--- config.mk ---
export PLATFORM = sky130hd
export DESIGN_NAME = register_file
export DESIGN_NICKNAME = d
export VERILOG_FILES = /design/src/rtl/register_file.sv
export SDC_FILE = /design/constraint.sdc
export NUM_CORES = 1
export LEC_CHECK = 0
export ABC_CLOCK_PERIOD_IN_PS = 10300
export CORE_MARGIN = 5
export CORE_UTILIZATION = 50
export DETAILED_ROUTE_END_ITERATION = 16
export MAX_ROUTING_LAYER = met4
export PLACE_DENSITY = 0.78
export SLEW_MARGIN = 20
export SYNTH_ARGS = -nofsm -noshare
export SYNTH_HDL_FRONTEND = slang
export SYNTH_SLANG_ARGS = --single-unit
--- constraint.sdc ---
create_clock -name Clock -period 10.3 [get_ports Clock]
set_input_delay 1.03 -clock Clock [delete_from_list [all_inputs] [get_ports Clock]]
set_output_delay 1.03 -clock Clock [all_outputs]
set_load 0.005 [all_outputs]
--- src/rtl/register_file.sv ---
// register_file: operand register file feeding the ALU A/B inputs.
//
// Holds four general-purpose registers R1..R4 and four scratch registers
// S1..S4. Every enabled register applies the FunSel operation on each rising
// Clock edge; disabled registers hold their value. Reads are combinational.
//
// Ports:
//   Clock    - rising-edge clock
//   Reset    - synchronous, active-high; clears all eight registers
//   I        - load data (ALU result, memory data or immediate)
//   FunSel   - register operation applied to every enabled register
//   RegSel   - enables for R1..R4 (bit0 = R1)
//   ScrSel   - enables for S1..S4 (bit0 = S1)
//   OutASel  - read select A: 0..3 = R1..R4, 4..7 = S1..S4
//   OutBSel  - read select B, same encoding
//   OutA     - ALU operand A
//   OutB     - ALU operand B
//
// Optional feature, macro REGFILE_BYPASS_EN:
//   When defined, OutA/OutB forward the next-state value of a register that is
//   enabled in the current cycle (Reset low), so write-then-use costs no cycle.
//   When undefined, outputs always show the stored contents.

module register_file #(
  parameter int unsigned WIDTH = 32
) (
  input  logic             Clock,
  input  logic             Reset,
  input  logic [WIDTH-1:0] I,
  input  logic [2:0]       FunSel,
  input  logic [3:0]       RegSel,
  input  logic [3:0]       ScrSel,
  input  logic [2:0]       OutASel,
  input  logic [2:0]       OutBSel,
  output logic [WIDTH-1:0] OutA,
  output logic [WIDTH-1:0] OutB
);

  localparam int unsigned NumRegs = 8;

  // The byte shift and 16-bit loads need at least 16 bits of storage.
  if (WIDTH < 16) begin : gen_width_check
    $error("register_file: WIDTH must be >= 16");
  end

  typedef enum logic [2:0] {
    OpDec     = 3'b000,
    OpInc     = 3'b001,
    OpLoad    = 3'b010,
    OpClear   = 3'b011,
    OpLoadB   = 3'b100,
    OpLoadHZ  = 3'b101,
    OpLoadHS  = 3'b110,
    OpShiftB  = 3'b111
  } fun_sel_e;

  logic [WIDTH-1:0] regs_q [NumRegs];
  logic [WIDTH-1:0] regs_d [NumRegs];
  logic [WIDTH-1:0] rd_view [NumRegs];
  logic [NumRegs-1:0] reg_en;

  // Index order matches the read-select encoding: R1..R4 then S1..S4.
  assign reg_en = {ScrSel, RegSel};

  function automatic logic [WIDTH-1:0] op_result(input logic [2:0]       op,
                                                 input logic [WIDTH-1:0] q,
                                                 input logic [WIDTH-1:0] d);
    logic [WIDTH-1:0] res;
    res = '0;
    case (fun_sel_e'(op))
      OpDec:    res = q - WIDTH'(1);
      OpInc:    res = q + WIDTH'(1);
      OpLoad:   res = d;
      OpClear:  res = '0;
      OpLoadB:  res = WIDTH'(d[7:0]);
      OpLoadHZ: res = WIDTH'(d[15:0]);
      OpLoadHS: res = WIDTH'($signed(d[15:0]));
      OpShiftB: res = {q[WIDTH-9:0], d[7:0]};
      default:  res = '0;
    endcase
    return res;
  endfunction

  // Each enabled register uses its own old value, so parallel inc/dec/shift
  // operate independently.
  always_comb begin
    for (int k = 0; k < NumRegs; k++) begin
      regs_d[k] = regs_q[k];
      if (reg_en[k]) begin
        regs_d[k] = op_result(FunSel, regs_q[k], I);
      end
    end
  end

  always_ff @(posedge Clock) begin
    if (Reset) begin
      for (int k = 0; k < NumRegs; k++) begin
        regs_q[k] <= '0;
      end
    end else begin
      for (int k = 0; k < NumRegs; k++) begin
        regs_q[k] <= regs_d[k];
      end
    end
  end

  // regs_d equals regs_q for disabled registers, so forwarding regs_d covers
  // exactly the enabled ones. During Reset the stored contents are shown.
  always_comb begin
    for (int k = 0; k < NumRegs; k++) begin
`ifdef REGFILE_BYPASS_EN
      rd_view[k] = Reset ? regs_q[k] : regs_d[k];
`else
      rd_view[k] = regs_q[k];
`endif
    end
  end

  assign OutA = rd_view[OutASel];
  assign OutB = rd_view[OutBSel];

endmodule

==> impl.org, run 1 <==
** Outcome
- Run status :: complete, no violations

** Timing
- For the pin with the worst max-slew slack, the measured transition is 1.19 ns.
- Skew final :: 0.0157 ns
- The number of failing hold endpoints at the final stage is 0.
- Number of max-slew violations in the final report :: 0
- Worst rel slew slack :: 20.4%
- Post-Route Setup TNS :: 0 ns
- Final critical-path required period :: 6.26 ns
- Total of endpoints with negative setup slack in the final report :: 0
- Fraction of the cycle the final worst path needs :: 60.8%
- Setup repair after global routing left no endpoint under its margin.
- Achievable Freq :: 160 MHz

** Yosys
- Synthesis produced a netlist with a net count of 3725.
- Syn Std Cell Area :: 0.0275 mm2
- Prevailing post-synth register cell :: dfxtp_1
- The Yosys step of the flow raised 0 warnings.
- Counting every instance in the synthesized netlist gives 3407.
- Mean Syn Cell Area :: 8.08 um2
- Unique masters post-synth :: 89
- The synthesized design contains 0 enable-type register cells.
- The synthesized design contains 256 register bits.
- Sequential fraction of the synthesis area :: 18.6%
- Fraction of synthesis flops using an asynchronous set or reset pin :: 0%

** Routing
- In the routed design, unresolved DRC markers number 0.
- Once detail routing completed, the nets flagged for antenna violations numbered 0.
- Via count :: 28000
- Violation count after the first detailed-route iteration :: 3613
- Vias per inst :: 6.82
- Routed Wire Length :: 99200 um
- DRT Pass-1 Iters :: 8
- Dividing the detail-routed wire length by the instance count gives 24.1 um.

** Job
- The tool flagged a number of max-cap violations equal to 0.

** GRT
- Total congestion overflow after global routing :: 0
- The first global-routing pass estimated 150000 um of wire.
- Maximum number of pins on one net before global-route repair :: 186
- The initial antenna violation count is 1.
- GR Util All Layers :: 32.4%
- Vias in the first global route :: 25300

** Cells and area
- Layout Cell Area excl Fill :: 0.0301 mm2
- Most used cells in the layout excluding fill and tap cells :: a21oi_1, nor2_1, nand2_1
- Layout filler cell count :: 5048
- Flip-flop count of the largest register after layout :: 256
- In the final layout, the registers with the most flip-flops are regs_q x256.
- Leaving out fill and tap cells, the most frequent cell in the layout is a21oi_1.
- Final #Nets :: 3695
- Layout cells sized above 1 :: 10.3%
- Compared with the post-synthesis result, the final layout area differs by 9.34%.
- Largest reg by FF count :: regs_q

** Critical path
- Source of the worst register-to-register timing path :: regs_q[1][0]
- Worst setup path category :: in2reg
- R2R Setup Slk :: 6.67 ns
- STA puts the critical path data arrival time at 6.73 ns.
- CP Capture Type :: flop
- Category of the worst setup path launch point :: input pin
- The worst register-to-register path ends at regs_q[1][30].
- The critical path starts at FunSel[2].
- Largest fanout of any net on the critical path :: 185
- Required @ worst endpoint :: 10.77 ns
- Critical Path End :: regs_q[1][123]
- Measured in cells, the most critical reg-to-reg path has a length of 12.

** Power
- Summed over all cells, the static leakage comes to 12.1 nW.
- For this design the ratio of total power to cell area is 150 mW/mm2.
- Largest vdd supply drop :: 91.7 uV

** Die
- The initial utilization of the core area, before any placement, comes to 50.2%.
- Area enclosed by the die boundary :: 0.0599 mm2
- Core area :: 0.0549 mm2
- Die Y :: 245 um
- I/O Pins :: 115
- Number of rows created at floorplan :: 86
- Die X-Extent :: 245 um

** Placement
- Port Buffers :: 114
- Placed wire-length estimate :: 71000 um
- At the end of routability-driven placement, the weighted congestion stood at 1.03.
- The placed instances occupy a cell area of 0.0290 mm2.

** Clock tree
- The H-tree was split into 2 levels.
- Clock tree synthesis found a total of 256 sinks.
- After clock tree synthesis, the clock-pin slew on the worst setup and hold paths is 0.06 ns.
- Post-CTS repair changed the size of 0 cells.
- Hold-fix buffers at CTS :: 0
- Clock tree synthesis selected as its root buffer the cell clkbuf_16.
- Number of post-CTS setup repair buffers :: 0
- CTS tree :: yes
- The clock passes through at most 3 buffers.
- Clock insertion delay at the later pin of the skew report :: 0.56 ns
- Clock buffers created by TritonCTS :: 34

** Worst hold path
- The min-delay analysis places its worst path in the category reg2reg.
## worst min-delay path by stage
stage,from,slack (ns),endpoint,cells past startpoint
after global placement,regs_q[1][89],0.50,regs_q[1][89],2
after floorplan,regs_q[0][95],0.47,regs_q[0][95],1
after CTS,regs_q[1][89],0.50,regs_q[1][89],2
after detailed placement,regs_q[1][89],0.50,regs_q[1][89],2
final,regs_q[1][89],0.50,regs_q[1][89],2
after global routing,regs_q[1][89],0.52,regs_q[1][89],2
## per-layer routing
layer | vias up | wire length [um] | global-route usage [%]
met5 | - | 0 | -
met4 | 0 | 6380 | 16.2
met3 | 396 | 12300 | 7.32
met2 | 1792 | 39800 | 44.3
met1 | 12900 | 40600 | 44.8
li1 | 12900 | - | -
## critical path, cell delays in order
cell	delay, ns
clkdlybuf4s50_1	0.58
nor2_4	0.20
buf_12	0.62
nand2_8	0.55
buf_12	0.51
ha_1	0.47
a21oi_1	0.36
o211ai_2	0.19
a31oi_2	0.37
o31ai_4	0.11
a41oi_2	0.34
a31oi_1	0.25
a31oi_1	0.25
xnor2_1	0.14
a21oi_1	0.08
nor3_1	0.17
## where the power goes
| part | switching, mW | internal, mW | leakage (nW) |
|---|---|---|---|
| Combinational | 1.13 | 0.919 | 9.46 |
| Clock | 0.507 | 0.701 | 0.549 |
| Sequential | 0.178 | 1.08 | 2.12 |
## layout make-up
type	count	area [um2]	share of cell area [%]
antenna	1	2.50	0.00831
sequential	256	5120	17.0
tap	704	881	2.93
clock buffer	52	1050	3.49
timing repair buffer	148	1370	4.56
inverter	70	263	0.873
multi-input combinational	2867	21400	71.0
clock inverter	8	43.8	0.145
## cell families after synthesis
logic type,count (synthesis),synth area share [%]
AOI/OAI and AO/OA,1171,28.4
and+or+nand+nor,1018,16.7
buffers and inverters,284,3.88
adders and majority gates,267,12.3
DFF,256,18.6
xor gates and xnor gates,213,6.77
muxes,198,13.3
## per-stage QoR
stage          worst slack (ns)  cells  hold WS (ns)  total power, mW  utilization, %
4_1_cts                    4.43   4105         0.504             4.47            54.9
3_5_place_dp               3.88   4045         0.497             3.25            52.9
2_1_floorplan              2.48   3407         0.472             2.72               -
6_report                   4.04   4106         0.505             4.52            54.9
5_1_grt                    3.90   4106         0.524             4.74            54.9
3_3_place_gp               3.96   4045         0.496             3.23            52.9
## synthesized netlist by cell type, drive strengths merged, types with 34 or more instances
master / n / area [um2]
a211oi: 106 / 801
a21o: 124 / 931
a21oi: 389 / 1970
a221oi: 41 / 359
a311oi: 44 / 417
a31oi: 49 / 334
clkbuf: 187 / 702
dfxtp: 256 / 5120
ha: 259 / 3240
inv: 69 / 259
mux2: 66 / 743
mux4: 128 / 2880
nand2: 283 / 1060
nand3: 95 / 480
nor2: 371 / 1390
nor2b: 36 / 225
nor3: 84 / 420
o21ai: 157 / 790
o21bai: 34 / 255
xnor2: 145 / 1270
xor2: 68 / 596
Power figures use the tool's default switching activity.
==> inputs of run 2 (changes only) <==
--- a/config.mk
+++ b/config.mk
@@ -5,12 +5,12 @@
 export SDC_FILE = /design/constraint.sdc
 export NUM_CORES = 1
 export LEC_CHECK = 0
-export ABC_CLOCK_PERIOD_IN_PS = 10300
+export ABC_CLOCK_PERIOD_IN_PS = 5770
 export CORE_MARGIN = 5
 export CORE_UTILIZATION = 50
 export DETAILED_ROUTE_END_ITERATION = 16
 export MAX_ROUTING_LAYER = met4
-export PLACE_DENSITY = 0.78
+export PLACE_DENSITY = 0.76
 export SLEW_MARGIN = 20
 export SYNTH_ARGS = -nofsm -noshare
 export SYNTH_HDL_FRONTEND = slang
==> constraint.sdc (replaced) <==
create_clock -name Clock -period 5.77 [get_ports Clock]
set_input_delay 0.577 -clock Clock [delete_from_list [all_inputs] [get_ports Clock]]
set_output_delay 0.577 -clock Clock [all_outputs]
set_load 0.005 [all_outputs]
==> run 2 against run 1 <==
Effect of this change: critical path depth decreased by 1; wire length rose by 0.44%; critical path type unchanged; clock-buffer cell count shrank 6; flip-flop and latch count did not move; sequential power rose by 78%; highest routed layer unchanged.
==> impl.org, run 2 (synthesized netlist as in run 1, its figures left out) <==
** GRT
- The initial antenna violation count was 2 (+1).
- The via count of the first global-routing pass is 24900 (-1.6%).
- The global-route wire length before repair was 150000 um (-0.12%).
- The maximum number of pins on one net before global-route repair is 185 (-0.54%).
- The aggregate global-route resource usage is 32.3% (-0.050 points).
- The final global-route overflow total is 0 (unchanged).

** Placement
- The cell total after placement came to 4052 (+0.17%).
- The last weighted congestion value of the routability-driven placer is 1.00 (-3.0%).
- The final HPWL from detailed placement is 72200 um (+1.7%).
- Port Buffers :: 114 (unchanged)

** Die
- Core area :: 0.0549 mm2 (unchanged)
- The placement row count is 86 (unchanged).
- The initial cell density of the core was 50.2% (unchanged).
- Area enclosed by the die boundary :: 0.0599 mm2 (unchanged)
- The die height came to 245 um (unchanged).
- The I/O pin count is 115 (unchanged).
- The die span in x came to 245 um (unchanged).

** Cells and area
- The end-of-flow core utilization was 55.0% (+0.13 points).
- Layout cells sized above 1 :: 10.3% (+0.050 points)
- The area growth from synthesis to layout is 9.61%.
- Final #Nets :: 3704 (+0.24%)
- The footprint of the multi-input gates is 0.0214 mm2 (about the same).
- The number of flip-flops under the largest register name is 256 (unchanged).
- The area of all sequential standard cells is 0.00512 mm2 (unchanged).
- Leaving out fill and tap cells, the most frequent cell in the layout is a21oi_1.
- Largest reg by FF count :: regs_q
- The filler cell count in the final layout came to 5023 (-0.50%).
- In the layout the commonest cells are a21oi_1, nor2_1, nand2_1.
- Largest registers :: regs_q x256
- Final non-filler cell total :: 4110 (+0.097%)

** Clock tree
- Cell at the root of the clock tree :: clkbuf_16
- The total clock buffers created by CTS came to 34 (unchanged).
- The number of sinks handled by clock tree synthesis is 256 (unchanged).
- The level count of the clock H-tree was 2 (unchanged).
- Number of post-CTS setup repair buffers :: 0 (unchanged)
- The clock-pin slew on the worst setup and hold paths is 0.07 ns (about the same).
- The clock latency of the later-clocked register in the worst-skew pair came to 0.57 ns (about the same).
- Hold-fix buffers at CTS :: 0 (unchanged)
- TritonCTS built the clock tree.
- The clock tree buffer depth came to 3 (unchanged).
- The count of instances resized after the clock tree is built was 0 (unchanged).

** Worst hold path
- The worst hold path belongs to the class in2reg.

** Critical path
- The worst setup path is captured at a flop.
- Largest fanout of any net on the critical path :: 52 (-72%)
- Category of the worst setup path launch point :: input pin
- Required @ worst endpoint :: 6.23 ns (-4.54 ns)
- The worst endpoint data arrival time came to 5.13 ns (-1.60 ns).
- Worst setup path category :: in2reg

** Job
- The max-cap violation count came to 0 (unchanged).

** Timing
- Fin. Hold Viols :: 0 (unchanged)
- For this run, the top clock speed supported by timing is 214 MHz.
- The total negative slack came to 0 ns (unchanged).
- Final critical-path required period :: 4.66 ns
- The normalized max-slew margin came to 19.8% (-0.61 points).
- The final count of negative-setup-slack endpoints was 0 (unchanged).
- The clock skew after layout came to 0.0333 ns (+0.0176 ns).
- Number of max-slew violations in the final report :: 0 (unchanged)
- The actual transition at the worst max-transition pin came to 1.20 ns (+0.00671 ns).
- RSZ-0062 raised after global routing :: false
- Fraction of the cycle the final worst path needs :: 80.8%

** Routing
- Routed wire per std cell :: 24.2 um (+0.34%)
- Via count :: 28100 (+0.29%)
- The number of violations reported at the end of detailed-routing iteration 0 came to 3586 (-0.75%).
- The number of iterations in the first detailed-routing pass is 6 (-2).
- The number of nets still failing antenna checks after routing is 0 (unchanged).
- Routed Wire Length :: 99600 um (+0.44%)
- Vias per inst :: 6.84 (+0.19%)
- Residual DRC :: 0 (unchanged)

** Power
- Cell Pwr Density :: 267 mW/mm2 (+78%)
- Leakage dissipation :: 12.1 nW (+0.13%)
- Largest vdd supply drop :: 194 uV (+110%)
- The total power consumption of the routed design was 8.06 mW (+78%).

** Outcome
- The run finished with clean final reports.
-- run 2: cell count changes in the layout (fill, tap and decap cells not counted), sizes merged, moves of 2 or more --
cell    before  now
buf         48   57
bufinv       0    2
clkbuf      53   47
clkinv       8    4
-- run 2: worst max-delay path, stage by stage --
cell and delay, ns:
clkdlybuf4s50_1 0.67, nor2_4 0.11, nand2_8 0.35, inv_1 0.37
fa_1 0.51, nor2b_1 0.11, o21ai_0 0.15, a2111oi_0 0.54
o21ai_1 0.26, a21oi_1 0.46, a21oi_1 0.24, o21ai_0 0.24
xor2_1 0.17, a21oi_1 0.08, nor3_1 0.20
-- run 2: worst paths after layout --
kind / from / endpoint / slack [ns] / cells past startpoint
hold reg to reg: regs_q[1][57] / regs_q[1][57] / 0.51 / 2
setup reg to reg: regs_q[0][32] / regs_q[0][58] / 2.16 / 12
setup / recovery: FunSel[2] / regs_q[0][58] / 1.11 / 15
hold / removal: ScrSel[2] / regs_q[1][95] / 0.38 / 3
-- run 2: area by class of cell --
type	instances	area share (%)
Antenna cell	2	0.0166
Clock buffer	46	3.10
Clock inverter	8	0.369
Inverter	70	0.870
Multi-Input combinational cell	2867	70.8
Sequential cell	256	17.0
Tap cell	704	2.92
Timing Repair Buffer	157	4.92
-- run 2: layer usage --
| metal | vias up | wire, um | track usage, % | share of wire, % |
|---|---|---|---|---|
| li1 | 12900 | - | - | - |
| met2 | 1810 | 40700 | 45.0 | 41 |
| met3 | 304 | 11800 | 5.46 | 12 |
| met4 | 0 | 4800 | 13.2 | 4.8 |
| met1 | 13100 | 42300 | 46.5 | 42 |
| met5 | - | 0 | - | 0 |
-- run 2: power by group --
part	switching [mW]	total [mW]	internal, mW
registers	0.316	2.24	1.93
clock network	0.909	2.13	1.22
logic	2.04	3.69	1.65
total	3.26	8.06	4.80
-- run 2: per-stage QoR --
| stage | cell area, um2 | setup WS (ns) | hold WS [ns] |
|---|---|---|---|
| floorplan | 27600 | 0.564 | 0.472 |
| global placement | 29100 | 0.753 | 0.490 |
| detailed placement | 29100 | 0.694 | 0.503 |
| CTS | 30100 | 1.26 | 0.380 |
| global route | 30200 | 0.785 | 0.433 |
| finish | 30200 | 1.11 | 0.380 |
